[src/rtl/ws2812_pkg.sv]
// Shared definitions for the WS2812 receiver: timing defaults, FSM states, pixel geometry.
// S_STUCK exists only when WS2812_RX_ERR_CHECK_EN is defined.
package ws2812_pkg;

  localparam int PIXEL_W           = 24;
  localparam int BIT_CNT_W         = $clog2(PIXEL_W);
  localparam int FRAME_CNT_W       = 9;
  localparam int DEF_SAMPLE_THRESH = 12;
  localparam int DEF_MIN_HIGH      = 4;
  localparam int DEF_MAX_HIGH      = 20;
  localparam int DEF_IDLE_LATCH    = 1000;

  typedef enum logic [2:0] {
    S_WAIT  = 3'd0,
    S_IDLE  = 3'd1,
    S_HIGH  = 3'd2,
    S_LOW   = 3'd3
`ifdef WS2812_RX_ERR_CHECK_EN
    , S_STUCK = 3'd4
`endif
  } state_t;

  // Wire order is kept: the oldest bit migrates up to the MSB.
  function automatic logic [PIXEL_W-1:0] shift_in(input logic [PIXEL_W-1:0] cur, input logic b);
    return {cur[PIXEL_W-2:0], b};
  endfunction

endpackage

[src/rtl/sdi_edge_sync.sv]
// Two-flop synchronizer for the asynchronous LED data pin plus one history flop
// for edge detection; all edges refer to the synchronized level.
module sdi_edge_sync
  import ws2812_pkg::*;
(
  input  logic i_clk,
  input  logic i_reset,
  input  logic i_sdi,
  output logic o_level,
  output logic o_rise,
  output logic o_fall
);

  logic r_meta;
  logic r_sync;
  logic r_prev;

  // Synchronizer chain and edge-history flop
  always_ff @(posedge i_clk) begin
    if (i_reset) begin
      r_meta <= 1'b0;
      r_sync <= 1'b0;
      r_prev <= 1'b0;
    end else begin
      r_meta <= i_sdi;
      r_sync <= r_meta;
      r_prev <= r_sync;
    end
  end

  assign o_level = r_sync;
  assign o_rise  = r_sync & ~r_prev;
  assign o_fall  = ~r_sync & r_prev;

endmodule

[src/rtl/ws2812_rx.sv]
// WS2812 single-lane receiver: decodes pulse-width bits into 24-bit GRB pixels and frames.
// Define WS2812_RX_ERR_CHECK_EN to enable glitch / stuck-high / partial-pixel error reporting.
module ws2812_rx
  import ws2812_pkg::*;
#(
  parameter int SAMPLE_THRESH = DEF_SAMPLE_THRESH,
  parameter int MIN_HIGH      = DEF_MIN_HIGH,
  parameter int MAX_HIGH      = DEF_MAX_HIGH,
  parameter int IDLE_LATCH    = DEF_IDLE_LATCH
) (
  input  logic                   i_clk,
  input  logic                   i_reset,
  input  logic                   i_sdi,
  output logic [PIXEL_W-1:0]     o_pixel_data,
  output logic                   o_pixel_valid,
  output logic                   o_frame_done,
  output logic [FRAME_CNT_W-1:0] o_frame_pixels,
  output logic                   o_bit_err
);

  localparam int HIGH_W = $clog2(MAX_HIGH + 2);
  localparam int LOW_W  = $clog2(IDLE_LATCH + 1);
  localparam logic [HIGH_W-1:0]    C_THRESH   = HIGH_W'(SAMPLE_THRESH);
  localparam logic [HIGH_W-1:0]    C_MIN      = HIGH_W'(MIN_HIGH);
  localparam logic [HIGH_W-1:0]    C_HIGH_SAT = {HIGH_W{1'b1}};
  localparam logic [LOW_W-1:0]     C_LATCH    = LOW_W'(IDLE_LATCH);
  localparam logic [BIT_CNT_W-1:0] C_LAST_BIT = BIT_CNT_W'(PIXEL_W - 1);

  state_t                 r_state;
  state_t                 w_state_next;
  logic                   w_level;
  logic                   w_rise;
  logic                   w_fall;
  logic [HIGH_W-1:0]      r_high_cnt;
  logic [LOW_W-1:0]       r_low_cnt;
  logic [BIT_CNT_W-1:0]   r_bit_cnt;
  logic [PIXEL_W-1:0]     r_shift;
  logic [FRAME_CNT_W-1:0] r_pix_cnt;
  logic                   r_activity;
  logic                   w_latch;
  logic                   w_stuck;
  logic                   w_bit_done;
  logic                   w_short;
  logic                   w_bit_val;
  logic                   w_bit_take;
  logic                   w_pixel_done;
  logic                   w_frame_end;
  logic                   w_err;
  logic                   w_start_bit;
  logic [PIXEL_W-1:0]     w_shift_next;

  sdi_edge_sync u_sync (
    .i_clk   (i_clk),
    .i_reset (i_reset),
    .i_sdi   (i_sdi),
    .o_level (w_level),
    .o_rise  (w_rise),
    .o_fall  (w_fall)
  );

  // The high counter counts the rising cycle itself, so at the falling edge it equals the high time.
  assign w_latch = (r_state == S_LOW) && (r_low_cnt >= C_LATCH);
`ifdef WS2812_RX_ERR_CHECK_EN
  localparam logic [HIGH_W-1:0] C_MAX = HIGH_W'(MAX_HIGH);
  assign w_stuck = (r_state == S_HIGH) && !w_fall && (r_high_cnt >= C_MAX);
`else
  assign w_stuck = 1'b0;
`endif

  // State register
  always_ff @(posedge i_clk) begin
    if (i_reset) begin
      r_state <= S_WAIT;
    end else begin
      r_state <= w_state_next;
    end
  end

  // Next-state logic; a rise coinciding with the latch both closes the frame and starts a bit
  always_comb begin
    w_state_next = r_state;
    case (r_state)
      S_WAIT: begin
        if (r_low_cnt >= C_LATCH) begin
          w_state_next = w_rise ? S_HIGH : S_IDLE;
        end else begin
          w_state_next = S_WAIT;
        end
      end
      S_IDLE: begin
        w_state_next = w_rise ? S_HIGH : S_IDLE;
      end
      S_HIGH: begin
        if (w_fall) begin
          w_state_next = S_LOW;
        end else if (w_stuck) begin
`ifdef WS2812_RX_ERR_CHECK_EN
          w_state_next = S_STUCK;
`else
          w_state_next = S_HIGH;
`endif
        end else begin
          w_state_next = S_HIGH;
        end
      end
      S_LOW: begin
        if (w_rise) begin
          w_state_next = S_HIGH;
        end else if (w_latch) begin
          w_state_next = S_IDLE;
        end else begin
          w_state_next = S_LOW;
        end
      end
`ifdef WS2812_RX_ERR_CHECK_EN
      S_STUCK: begin
        w_state_next = w_fall ? S_LOW : S_STUCK;
      end
`endif
      default: begin
        w_state_next = S_WAIT;
      end
    endcase
  end

  // Output decode: bit classification, pixel/frame completion and error events
  always_comb begin
    w_bit_done   = (r_state == S_HIGH) && w_fall;
    w_short      = (r_high_cnt < C_MIN);
    w_bit_val    = !w_short && (r_high_cnt >= C_THRESH);
    w_shift_next = shift_in(r_shift, w_bit_val);
`ifdef WS2812_RX_ERR_CHECK_EN
    w_bit_take   = w_bit_done && !w_short;
    w_err        = (w_bit_done && w_short) || w_stuck ||
                   (w_latch && (r_bit_cnt != {BIT_CNT_W{1'b0}}));
`else
    w_bit_take   = w_bit_done;
    w_err        = 1'b0;
`endif
    w_pixel_done = w_bit_take && (r_bit_cnt == C_LAST_BIT);
    w_frame_end  = w_latch && r_activity;
    w_start_bit  = (w_state_next == S_HIGH) && (r_state != S_HIGH);
  end

  // Datapath: counters, shift register and registered outputs
  always_ff @(posedge i_clk) begin
    if (i_reset) begin
      r_high_cnt     <= {HIGH_W{1'b0}};
      r_low_cnt      <= {LOW_W{1'b0}};
      r_bit_cnt      <= {BIT_CNT_W{1'b0}};
      r_shift        <= {PIXEL_W{1'b0}};
      r_pix_cnt      <= {FRAME_CNT_W{1'b0}};
      r_activity     <= 1'b0;
      o_pixel_data   <= {PIXEL_W{1'b0}};
      o_pixel_valid  <= 1'b0;
      o_frame_done   <= 1'b0;
      o_frame_pixels <= {FRAME_CNT_W{1'b0}};
      o_bit_err      <= 1'b0;
    end else begin
      o_pixel_valid <= w_pixel_done;
      o_frame_done  <= w_frame_end;
      o_bit_err     <= w_err;
      if (w_pixel_done) begin
        o_pixel_data <= w_shift_next;
      end
      if (w_frame_end) begin
        o_frame_pixels <= r_pix_cnt;
      end

      if (w_latch) begin
        r_pix_cnt <= {FRAME_CNT_W{1'b0}};
      end else if (w_pixel_done && (r_pix_cnt != {FRAME_CNT_W{1'b1}})) begin
        r_pix_cnt <= r_pix_cnt + FRAME_CNT_W'(1);
      end

      if (w_latch) begin
        r_activity <= 1'b0;
      end else if (w_bit_take) begin
        r_activity <= 1'b1;
      end

      if (w_latch || w_stuck) begin
        r_bit_cnt <= {BIT_CNT_W{1'b0}};
      end else if (w_bit_take) begin
        r_shift   <= w_shift_next;
        r_bit_cnt <= w_pixel_done ? {BIT_CNT_W{1'b0}} : r_bit_cnt + BIT_CNT_W'(1);
      end

      if (w_start_bit) begin
        r_high_cnt <= HIGH_W'(1);
      end else if ((r_state == S_HIGH) && (r_high_cnt != C_HIGH_SAT)) begin
        r_high_cnt <= r_high_cnt + HIGH_W'(1);
      end

      case (r_state)
        S_WAIT: begin
          if (w_level) begin
            r_low_cnt <= {LOW_W{1'b0}};
          end else if (r_low_cnt < C_LATCH) begin
            r_low_cnt <= r_low_cnt + LOW_W'(1);
          end
        end
        S_LOW: begin
          if (r_low_cnt < C_LATCH) begin
            r_low_cnt <= r_low_cnt + LOW_W'(1);
          end
        end
        default: begin
          if (w_fall) begin
            r_low_cnt <= LOW_W'(1);
          end
        end
      endcase
    end
  end

endmodule
[config.mk]
export PLATFORM = sky130hd
export DESIGN_NAME = ws2812_rx
export DESIGN_NICKNAME = d
export VERILOG_FILES = /design/src/rtl/ws2812_pkg.sv /design/src/rtl/sdi_edge_sync.sv /design/src/rtl/ws2812_rx.sv
export SDC_FILE = /design/constraint.sdc
export NUM_CORES = 1
export LEC_CHECK = 0
export BUFFER_PORTS_ARGS = -buffer_cell sky130_fd_sc_hd__buf_2
export CAP_MARGIN = 40
export CORE_MARGIN = 2
export CORE_UTILIZATION = 32
export DETAILED_ROUTE_END_ITERATION = 6
export PLACE_DENSITY = 0.54
export RECOVER_POWER = 25
export SLEW_MARGIN = 20
export SYNTH_ARGS = -nofsm -noshare
export SYNTH_HDL_FRONTEND = slang
export SYNTH_SLANG_ARGS = --single-unit
[constraint.sdc]
create_clock -name i_clk -period 2.55 [get_ports i_clk]
set_clock_uncertainty 0.05 [all_clocks]
set_input_delay 0.3825 -clock i_clk [delete_from_list [all_inputs] [get_ports i_clk]]
set_output_delay 0.3825 -clock i_clk [all_outputs]
set_load 0.03 [all_outputs]
==> Word-level counts from Yosys, hierarchy flattened <==
Cells that the tools add are included.
{ "totals": {"regBits": 94} }
{ "classes": {"add_sub_neg": 4, "magnitude_cmp": 4, "n_eq_ne": 8, "mux": 13, "n_bitwise": 5, "n_reduce_logical": 15} }
{ "ops": {"columns": ["op", "count"], "rows": [
  ["2-to-1 mux 10 bit", 3],
  ["case mux 10 bit (2 select lines)", 1],
  ["case mux 3 bit (4 select lines)", 1],
  ["adder 10 x 1 -> 10 bit (second input constant)", 1],
  ["adder 5 x 1 -> 5 bit (second input constant)", 2],
  [">= comparator 10 bit (second input constant)", 1],
  ["< comparator 10 bit (second input constant)", 1],
  ["adder 9 x 1 -> 9 bit (second input constant)", 1],
  ["== test 3 x 2 -> 1 bit (second input constant)", 3],
  ["inequality test 9 bit (second input constant)", 1],
  ["logical AND 1 bit", 8],
  ["2-to-1 mux 2 bit", 4],
  ["== test 5 bit (second input constant)", 1],
  [">= comparator 5 x 4 -> 1 bit (second input constant)", 1],
  ["< comparator 5 x 3 -> 1 bit (second input constant)", 1],
  ["2-to-1 mux 5 bit", 1],
  ["inequality test 5 bit (second input constant)", 1],
  ["OR reduction 2 bit", 2],
  ["== test 3 x 1 -> 1 bit (second input constant)", 1],
  ["zero test 3 bit", 1],
  ["2-to-1 mux 1 bit", 3],
  ["inequality test 3 x 2 -> 1 bit (second input constant)", 1],
  ["NOT 1 bit", 3],
  ["nonzero test 3 bit", 1],
  ["4 further kinds", 5]
]} }

==> Depth between registers and ports, before layout <==
{ "logic_depth": {"word_depth": 8, "ltp_mapped": 8, "depth_no_buf": 8} }

==> By module <==
Synthesis repeated with hierarchy kept, for this count alone.
{ "hier_totals": {"cells_unflattened": 454, "area_unflattened_um2": 3872.5} }
{ "by_module_without_submodules": {"columns": ["module", "instances", "cells_each", "area_per_inst_um2"], "rows": [
  ["ws2812_rx", 1, 446, 3781.1],
  ["sdi_edge_sync", 1, 8, 91.3]
]} }

==> Worst setup path after synthesis <==
No wires, ideal clock.
{ "synth_timing": {"path_kind": "register to register", "startpoint": "register r_pix_cnt[0]", "endpoint": "register r_pix_cnt[6]", "setup_time_ns": 0.117, "arrival_ns": 1.635, "required_ns": 2.383, "setup_slack_ns": 0.748, "stages_incl_launch_ff": 9, "path_cell_list": "dfxtp_1 ha_1 nand3_1 nor2_1 ha_1 nand4b_1 nor4_1 xnor2_1 nor2_1"} }
{ "synth_via": {"elab_chain_cells": 2, "word_cells_on_any_way": 3} }
{ "synth_rtl": {"columns": ["element", "line_no", "rtl"], "rows": [
  ["from (decl)", "ws2812_rx.sv:38", "logic [FRAME_CNT_W-1:0] r_pix_cnt;"],
  ["from (signal assigned)", "ws2812_rx.sv:152", "r_pix_cnt <= {FRAME_CNT_W{1'b0}};"],
  ["from (signal assigned)", "ws2812_rx.sv:171", "r_pix_cnt <= {FRAME_CNT_W{1'b0}};"],
  ["from (signal assigned)", "ws2812_rx.sv:173", "r_pix_cnt <= r_pix_cnt + FRAME_CNT_W'(1);"],
  ["parallel branches: the longest is 2 deep, another holds adder 9 x 1 -> 9 bit", null, null]
]} }
Parallel ways; which one is timed is not known.
A chain may end at the register's enable or synchronous reset.

==> Final worst setup path <==
{ "layout_timing": {"startpoint": "register r_pix_cnt[0]", "endpoint": "register r_pix_cnt[1]"} }
Same word-level chain as after synthesis.

==> metrics.md <==
| Metric | Value |
|---|---|
| Setup TNS | 0 ns |
| CTS clk-pin slew, worst paths | about 0.070 ns |
| Required time worst endpoint | 2.71 ns |
| Routability cong. | 0.7821 |
| Initial core utilization | around a third |
| Max-Cap Viols | 1 |
| Final Hold Vio Count | 0 |
| Status | finished, violations left |
| Achievable frequency | a little under 0.5 GHz |
| Relative slew slack | -1.762% |
| Asr flop ratio synth | 0% |
| Post-synthesis sequential area ratio | 48.55% |
| Mapped cell area | 0.003835 mm² |
| H-tree levels | 3 |
| Syn avg cell area | roughly 8.5 µm² |
| Placed instance count | 613 |
| # DRC | 0 |
| Critical path launch point type | register |
| Dpl hpwl | slightly above 5000 µm |
| N_diodes | 0 |
| Worst Path Arrival | roughly 2.2 ns |
| Most common cell in the netlist | nand2_1 |
| Postcts setup bufs | 0 |
| Vias/cell | just under 5 |
| Yosys warns | 0 |
| # port buffers | 37 |
| Failing checks | max-capacitance violations, max-slew violations |
| Crit-path slowest cell | dfxtp_1 |
| Critical path capture point type | register |
| Max Root-Sink Buffers | 2 |
| Post-cts gate resize count | 0 |
| Pwr per Cell Area | roughly 650 mW/mm² |
| Largest cells by area after synthesis | dfxtp_1, nand2_1, a21oi_1, ha_1, mux2i_1 |
| Leakage | approximately 1.6 nW |
| Worst path cell trace | ha_1 > nand3_1 > nor2_1 > ha_1 > nand4b_1 > nor2_1 > mux2i_1 > nor2_1 |
| Synth unique cells | 54 |
| First-pass GRT wire length | 12,840 µm |
| Clk sink count | 93 |
| #FFs+latches synth | just over 90 |
| TritonCTS clock tree | yes |
| Synth Instances | 450 |
| Post-route ant nets | 0 |
| Number of global-route vias before repair | 2,858 |
| Max Slew Vio Count | 75 |
| Main synth FF type | dfxtp_1 |
| Root buf cell | clkbuf_16 |
| Worst Hold Class | in2reg |
| Share of post-route cells with drive strength above 1 | 8.436% |
| Skew-Pair Late Insertion Delay | between 0.3 and 0.4 ns |
| EDFF count, synth | 0 |
| Yosys top cell area share | between 40% and 50% |
| Final setup vio count | 0 |
| Fin cells | 629 |
| Die Y | 113.5 µm |
| Top cells by count, synth | nand2_1, dfxtp_1, a21oi_1 |
| VDD IR-drop max | 0.0002938 V |
| Initial DRC count | roughly 170 |
| Antenna violations before repair | 0 |
| Inserted Clock Buffers | 9 |
| Area after DPL | 0.004158 mm² |
| Design Area, Final | 0.004414 mm² |
| Final WL | ~7800 µm |
| # IOs | 39 |
| Core Box Area | about 0.012 mm² |
| Drt pass-1 iters | 4 |
| Tot GR Track Use | about an eighth |
| Die X | approximately 110 µm |
| Cts hold-fix bufs | 0 |
| Tightest Pin Transition | 1.526 ns |
| Vias | between 3,000 and 4,000 |
| GR Overflow Total | 0 |
| Worst Setup Path Type | reg2reg |
| Core Rows | 39 |
| RSZ-0062 raised after global routing | no |
| Final min period | 2.018 ns |
| Tcrit/Tclk final | between 70 and 80% |
| Most frequent CP cell | nor2_1 |
| Syn Nets | 464 |
| Fin nets | slightly below 500 |
| Slowest Stage Delay on Critical Path | 0.35 ns |
| Area grow syn2layout | 15.11% |
| Crit Path Max Fanout | 5 |
| Routed len/inst | around 12 µm |
| Pin count of the biggest net entering global routing | 75 |
| Top cell type by total area after synthesis | dfxtp_1 |
| Die Area | 0.01288 mm² |
report_power, final:
part	internal, mW	switching (mW)	leakage, nW	total (mW)
registers	1.46	0.00802	0.750	1.47
clock network	0.798	0.571	0.147	1.37
logic	0.0143	0.0380	0.701	0.0523
total	2.27	0.617	1.60	2.89
flip-flops by register name, summed over array words and instances (netlist names), 2 cells and up:
name and flops:
o_frame_pixels 9, r_bit_cnt 5, r_high_cnt 5, r_low_cnt 10, o_pixel_data 24, r_pix_cnt 9
r_state 2, r_shift 23
final timing paths:
check / startpoint / endpoint / slack, ns / cells after the start
setup / recovery: r_pix_cnt[0] / r_pix_cnt[1] / 0.53 / 8
hold / removal: i_sdi / u_sync.r_meta / 0.21 / 2
setup reg to reg: r_pix_cnt[0] / r_pix_cnt[1] / 0.53 / 8
hold reg to reg: u_sync.r_meta / u_sync.o_level / 0.39 / 1
cell families after synthesis:
group           count (synthesis)  share of synthesized area (%)
xor+xnor                        9                          2.055
simple gates                  190                          23.26
fa+ha+maj                      11                          3.589
other cells                     1                        0.09779
compound gates                 96                          15.01
mux                            13                          3.393
flops                          93                          48.55
buf+inv                        37                          4.046
cell usage in the layout, fill, tap and decap left out, types with 2 or more instances in the layout:
master     Yosys  final
nand2_1      103    103
dfxtp_1       93     93
a21oi_1       62     62
nor2_1        32     32
clkbuf_1      13     29
mux2i_1       13     13
inv_1         12     12
nand3_1       11     11
ha_1          11     11
clkbuf_16      0      9
buf_2         10      9
nand4_1        8      8
buf_4          1      6
a211oi_1       5      5
xnor2_1        5      5
nor2b_1        5      5
and3_1         4      4
nor3_1         4      4
nand2b_1       4      4
o21ai_0        4      4
o21a_1         4      4
xor2_1         4      4
o32ai_1        3      3
a31oi_1        3      3
nor4_1         3      3
inv_6          0      3
o211ai_1       2      2
o41ai_1        2      2
or3b_1         2      2
metrics by stage:
step	setup slack [ns]	total power [mW]	utilization, %	hold WS, ns
finish	0.5316	2.887	38.17	0.2145
detailed placement	0.5411	1.554	35.95	0.3765
global placement	0.6205	1.555	35.95	0.3765
CTS	0.5095	2.927	38.60	0.2075
global route	0.3780	2.992	38.17	0.2456
floorplan	0.7479	1.539	-	0.3638
cell type report:
class,count,area [µm²]
Clock inverter,5,63.81
Tap cell,143,178.9
Clock buffer,11,242.7
Fill cell,1181,7151
Multi-Input combinational cell,320,1818
Timing Repair Buffer,44,200.2
Sequential cell,93,1862
Inverter,13,48.80
routing by layer:
metal	part of all wire (%)	vias up	GRT usage [%]
met5	0	-	0
met4	1.5	0	5.854
met3	2.9	7	2.497
met2	46	37	20.36
met1	50	1424	15.00
li1	-	1604	-
critical path, delay by kind of cell, from the launching register on:
family	cells	cell delay, ns
simple gates	5	0.77
fa+ha+maj	2	0.50
flops	1	0.35
mux	1	0.22
No activity file was read; power rests on OpenSTA's default activity.
